[config.mk]
export PLATFORM = sky130hd
export DESIGN_NAME = exe_stage
export DESIGN_NICKNAME = d
export VERILOG_FILES = /design/src/rtl/exe_stage_pkg.sv /design/src/rtl/exe_stage_alu.sv /design/src/rtl/exe_stage.sv
export SDC_FILE = /design/constraint.sdc
export NUM_CORES = 1
export LEC_CHECK = 0
export ABC_AREA = 0
export CAP_MARGIN = 20
export CORE_MARGIN = 2
export CORE_UTILIZATION = 53
export DETAILED_ROUTE_END_ITERATION = 6
export PLACE_DENSITY = 0.84
export RECOVER_POWER = 25
export SETUP_SLACK_MARGIN = 0.3
export SLEW_MARGIN = 20
export SYNTH_ARGS = -nofsm -noshare
export SYNTH_HDL_FRONTEND = slang
export SYNTH_SLANG_ARGS = --single-unit
[constraint.sdc]
create_clock -name clk -period 6.6 [get_ports clk]
set_input_delay 0.99 -clock clk [delete_from_list [all_inputs] [get_ports clk]]
set_output_delay 0.99 -clock clk [all_outputs]
set_load 0.02 [all_outputs]
[src/rtl/exe_stage_pkg.sv]
// rtl/exe_stage_pkg.sv - bus widths, alu_op bit indices and decode-to-execute bus layout
package exe_stage_pkg;

    localparam int DS_TO_ES_BUS_WD = 150;
    localparam int ES_TO_MS_BUS_WD = 71;
    localparam int ES_TO_ID_BUS_WD = 39;

    localparam int ALU_OP_WD = 12;
    localparam int ALU_ADD  = 0;
    localparam int ALU_SUB  = 1;
    localparam int ALU_SLT  = 2;
    localparam int ALU_SLTU = 3;
    localparam int ALU_AND  = 4;
    localparam int ALU_NOR  = 5;
    localparam int ALU_OR   = 6;
    localparam int ALU_XOR  = 7;
    localparam int ALU_SLL  = 8;
    localparam int ALU_SRL  = 9;
    localparam int ALU_SRA  = 10;
    localparam int ALU_LUI  = 11;

    typedef struct packed {
        logic [ALU_OP_WD-1:0] alu_op;
        logic                 load_op;
        logic                 src1_is_pc;
        logic                 src2_is_imm;
        logic                 gr_we;
        logic                 mem_we;
        logic [4:0]           dest;
        logic [31:0]          imm;
        logic [31:0]          rj_value;
        logic [31:0]          rkd_value;
        logic [31:0]          pc;
    } ds_to_es_t;

endpackage

[src/rtl/exe_stage_alu.sv]
// rtl/exe_stage_alu.sv - combinational ALU with a one-hot operation select
module exe_stage_alu
    import exe_stage_pkg::*;
(
    input  logic [ALU_OP_WD-1:0] alu_op,
    input  logic [31:0]          src1,
    input  logic [31:0]          src2,
    output logic [31:0]          result
);

    logic [31:0] add_res;
    logic [31:0] sub_res;
    logic [31:0] slt_res;
    logic [31:0] sltu_res;
    logic [31:0] sll_res;
    logic [31:0] srl_res;
    logic [31:0] sra_res;
    logic [31:0] lui_res;

    always_comb begin
        add_res  = src1 + src2;
        sub_res  = src1 - src2;
        slt_res  = {31'b0, $signed(src1) < $signed(src2)};
        sltu_res = {31'b0, src1 < src2};
        sll_res  = src1 << src2[4:0];
        srl_res  = src1 >> src2[4:0];
        sra_res  = $signed(src1) >>> src2[4:0];
        lui_res  = {src2[19:0], 12'b0};
    end

    // AND-OR select: an all-zero op vector naturally yields zero
    always_comb begin
        result = '0;
        result = result | ({32{alu_op[ALU_ADD]}}  & add_res);
        result = result | ({32{alu_op[ALU_SUB]}}  & sub_res);
        result = result | ({32{alu_op[ALU_SLT]}}  & slt_res);
        result = result | ({32{alu_op[ALU_SLTU]}} & sltu_res);
        result = result | ({32{alu_op[ALU_AND]}}  & (src1 & src2));
        result = result | ({32{alu_op[ALU_NOR]}}  & ~(src1 | src2));
        result = result | ({32{alu_op[ALU_OR]}}   & (src1 | src2));
        result = result | ({32{alu_op[ALU_XOR]}}  & (src1 ^ src2));
        result = result | ({32{alu_op[ALU_SLL]}}  & sll_res);
        result = result | ({32{alu_op[ALU_SRL]}}  & srl_res);
        result = result | ({32{alu_op[ALU_SRA]}}  & sra_res);
        result = result | ({32{alu_op[ALU_LUI]}}  & lui_res);
    end

endmodule

[src/rtl/exe_stage.sv]
// rtl/exe_stage.sv - execute stage: stage register, ALU, data SRAM request, bus packing
module exe_stage
    import exe_stage_pkg::*;
(
    input  logic                       clk,
    input  logic                       resetn,
    input  logic                       ms_allowin,
    output logic                       es_allowin,
    input  logic                       ds_to_es_valid,
    input  logic [DS_TO_ES_BUS_WD-1:0] ds_to_es_bus,
    output logic                       es_to_ms_valid,
    output logic [ES_TO_MS_BUS_WD-1:0] es_to_ms_bus,
    output logic [ES_TO_ID_BUS_WD-1:0] es_to_id_bus,
    output logic                       data_sram_en,
    output logic [3:0]                 data_sram_we,
    output logic [31:0]                data_sram_addr,
    output logic [31:0]                data_sram_wdata
);

    logic      es_valid_q;
    logic      es_valid_d;
    ds_to_es_t ds_to_es_bus_q;
    ds_to_es_t ds_to_es_bus_d;
    logic      es_ready_go;
    logic      fire;
    logic [31:0] src1;
    logic [31:0] src2;
    logic [31:0] alu_result;

    always_comb begin
        es_ready_go    = 1'b1;
        es_allowin     = !es_valid_q || (es_ready_go && ms_allowin);
        es_to_ms_valid = es_valid_q && es_ready_go;
        es_valid_d     = es_allowin ? ds_to_es_valid : es_valid_q;
        ds_to_es_bus_d = (ds_to_es_valid && es_allowin) ? ds_to_es_t'(ds_to_es_bus)
                                                        : ds_to_es_bus_q;
    end

    always_ff @(posedge clk) begin
        if (!resetn) begin
            es_valid_q <= 1'b0;
        end else begin
            es_valid_q <= es_valid_d;
        end
    end

    always_ff @(posedge clk) begin
        ds_to_es_bus_q <= ds_to_es_bus_d;
    end

    always_comb begin
        src1 = ds_to_es_bus_q.src1_is_pc  ? ds_to_es_bus_q.pc  : ds_to_es_bus_q.rj_value;
        src2 = ds_to_es_bus_q.src2_is_imm ? ds_to_es_bus_q.imm : ds_to_es_bus_q.rkd_value;
    end

    exe_stage_alu u_alu (
        .alu_op (ds_to_es_bus_q.alu_op),
        .src1   (src1),
        .src2   (src2),
        .result (alu_result)
    );

    // resetn gates the request so a store held across reset never reaches the SRAM edge
    always_comb begin
        fire            = es_valid_q && ms_allowin && resetn;
        data_sram_en    = fire && (ds_to_es_bus_q.load_op || ds_to_es_bus_q.mem_we);
        data_sram_we    = (fire && ds_to_es_bus_q.mem_we) ? 4'hf : 4'h0;
        data_sram_addr  = alu_result;
        data_sram_wdata = ds_to_es_bus_q.rkd_value;
    end

    always_comb begin
        es_to_ms_bus = {ds_to_es_bus_q.load_op, ds_to_es_bus_q.gr_we, ds_to_es_bus_q.dest,
                        alu_result, ds_to_es_bus_q.pc};
        es_to_id_bus = {es_valid_q && ds_to_es_bus_q.load_op, es_valid_q && ds_to_es_bus_q.gr_we,
                        ds_to_es_bus_q.dest, alu_result};
    end

endmodule

==> results.yml <==
final_layout:
  drive_gt1_share_pct: 9.66
  area_growth_pct: 23.1
  nets: 2203
  stdcell_count: 2341
  antenna_cells: 0
placement:
  placedCellCount: 2298
  place.gp.congestion: 1.06
  place_hpwl_mm: 47.9
  place_ws_ns: 0.737
  io_buffers: 334
logic_synthesis:
  synth_cell_types: 88
  ys.flop_type: "edfxtp_1"
  syn-instance-count: 1779
  ys_async_sr_fraction_pct: 0
  ys_warn_count: 0
  yosysTopAreaCellShare_pct: 29.0
  yosysTopAreaCell: "edfxtp_1"
  yosysSeqAreaShare_pct: 29.1
  ys_top_cells_by_count: "nand2_1 (160), mux2i_1 (153), edfxtp_1 (150)"
  synth_edf_count: 150
  yosysMostFrequentCell: "nand2_1"
  synthTopCellsByArea: "edfxtp_1 (29%), mux2i_1 (9.9%), ha_1 (8.3%), buf_4 (7.1%), nand2_1 (3.9%)"
  syn-num-nets: 2038
  ys_ff_latch: 151
  syn_area_um2: 15500
  syn_area_per_cell_um2: 8.73
worst_setup_path:
  r2r_cells: 3
  required_ns: 5.61
  crit_type: "flip-flop to output port"
  cp_data_arrival_time_ns: 5.21
  crit_start: "ds_to_es_bus_q[135]$_DFFE_PP_"
  rrSetupSlack_ns: 4.85
  startpoint_type: "flip-flop"
  cp-end-kind: "output port"
  path_max_fanout: 36
  r2r_start: "es_to_ms_valid$_SDFFE_PN0N_"
  rr_endpoint: "ds_to_es_bus_q[112]$_DFFE_PP_"
cts:
  path_clk_slew_ns: 0.08
  hold_buffers: 0
  clk_latency_ns: 0.45
  cts_sinks: 151
  cts_buffers: 17
  clockRootBuffer: "clkbuf_16"
  cts_tree: "built"
  cts_max_path_buffers: 2
  cts_max_level: 4
floorplanning:
  fp.dieW_um: 175
  rows: 62
  initial_core_util_pct: 54.0
  ioPinCount: 335
  die_area_um2: 30700
  die_h_um: 175
  core-area_um2: 28800
route:
  first_pass_iters: 7
  ant_nets: 0
  drt-initial-drc-count: 2266
  route.detailed.drc: 2
  routed_wirelength_mm: 63.6
  vias: 15500
  routed_via_density: 6.63
  avgRoutedWirePerCell_um: 27.2
timing:
  relSlewSlack_pct: 29.2
  finalSetupViolCount: 0
  setup_slack_ns: 0.397
  max_clock_freq_mhz: 161
  worst_pin_slew_ns: 1.06
  period_share_pct: 94.0
  fin_setup_tns_ns: 0
  slew_violations: 0
  finalHoldViolations: 0
  period_needed_ns: 6.20
  rsz0062_at_grt: "false"
  skew_ns: 0.0127
global_route:
  grt_pass1_wl_mm: 92.3
  overflow: 0
  grt_usage_pct: 39.9
  grt_max_degree: 151
  grt_pass1_vias: 15000
  antenna_found_initial: 0
pwr:
  p_leak_uw: 0.00764
  irDropWorstVdd_v: 0.000160
  power_uw: 4180
  power_density_nw_per_um2: 219
hold_path:
  whs_endpoint: "es_to_ms_valid$_SDFFE_PN0N_"
  hold_depth: 2
  hp-class: "flip-flop to flip-flop"
  min_from: "es_to_ms_valid$_SDFFE_PN0N_"
run:
  drv_cap: 0
status:
  failed_checks: "DRC"
  status: "finished, violations left"
-- registers in the layout, summed over array words and instances, names as in the netlist --
| name | flops |
|---|---|
| es_to_id_bus | 5 |
| es_to_ms_bus | 34 |
| es_to_ms_valid | 1 |
| ds_to_es_bus_q | 79 |
| data_sram_wdata | 32 |
-- what timing repair did --
item	CTS	global route
setup buffers	2	8
resized for setup	1	28
pin swaps	0	2
gates cloned	0	1
endpoints found under the setup margin	4	38
-- worst max-delay path, cell delays in order, from the launching register on --
cell and delay, ns:
edfxtp_1 0.43, clkbuf_16 0.24, mux2i_4 0.21, inv_2 0.25, buf_4 0.57, mux2i_1 0.58
mux2i_1 0.18, nand2_1 0.14, a21boi_1 0.53, a22oi_1 0.20, o221ai_1 0.49, a221o_1 0.26
clkdlybuf4s50_1 0.63
-- worst max-delay path by stage --
stage	end
2_1_floorplan	es_to_id_bus[28]
6_report	es_to_ms_bus[49]
5_1_grt	data_sram_addr[24]
3_3_place_gp	es_to_ms_bus[63]
3_5_place_dp	data_sram_addr[31]
4_1_cts	data_sram_addr[28]
-- power by group --
part / switching (uW) / internal (uW) / total, uW / leakage, uW
logic: 1240 / 749 / 1990 / 0.00588
registers: 38.0 / 1120 / 1160 / 0.00146
clock network: 509 / 518 / 1030 / 0.000296
-- layout by cell type, fill, tap and decap left out, types with 18 or more instances in the layout --
cell,count
a211oi_1,18
xnor2_1,22
clkbuf_16,18
a22oi_1,18
edfxtp_1,150
nand2_1,160
o21bai_1,19
o211ai_1,32
buf_4,64
inv_1,93
a221oi_1,31
a21oi_1,116
o21ai_0,74
ha_1,99
nand3_1,34
clkdlybuf4s50_1,211
mux2i_1,142
nor2_1,110
nor3_1,25
o21ai_1,34
dlygate4sd3_1,120
a31oi_1,24
mux2_2,39
-- per-layer routing --
| layer | track usage [%] | up-vias | wire length [um] |
|---|---|---|---|
| met5 | 0 | - | 0 |
| met4 | 23.3 | 0 | 4500 |
| met3 | 9.94 | 262 | 7000 |
| met2 | 63.2 | 1188 | 28500 |
| met1 | 49.5 | 7289 | 23600 |
| li1 | - | 6783 | - |
-- logic make-up after synthesis --
group,after synthesis,synth area share (%)
fa+ha+maj,105,8.55
mux,195,13.0
compound gates,527,23.2
xor+xnor,23,1.30
flops,151,29.1
simple gates,420,12.3
buf+inv,358,12.5
-- layout make-up --
type,count,area (um2)
clock buffers,17,425
clock inverters,15,193
fillers,2389,9660
inverters,101,379
multi-input cells,1270,9210
flip-flops and latches,151,4520
well taps,384,480
repair buffers,403,3910
-- per-stage QoR --
| stage | hold slack (ns) | cell area, um2 | utilization (%) |
|---|---|---|---|
| after global routing | 0.719 | 19100 | 66.4 |
| after global placement | 0.590 | 18300 | 63.5 |
| final | 0.667 | 19100 | 66.4 |
| after CTS | 0.672 | 18900 | 65.8 |
| after floorplan | 0.785 | 15500 | - |
| after detailed placement | 0.661 | 18300 | 63.5 |
Power figures use the tool's default switching activity.
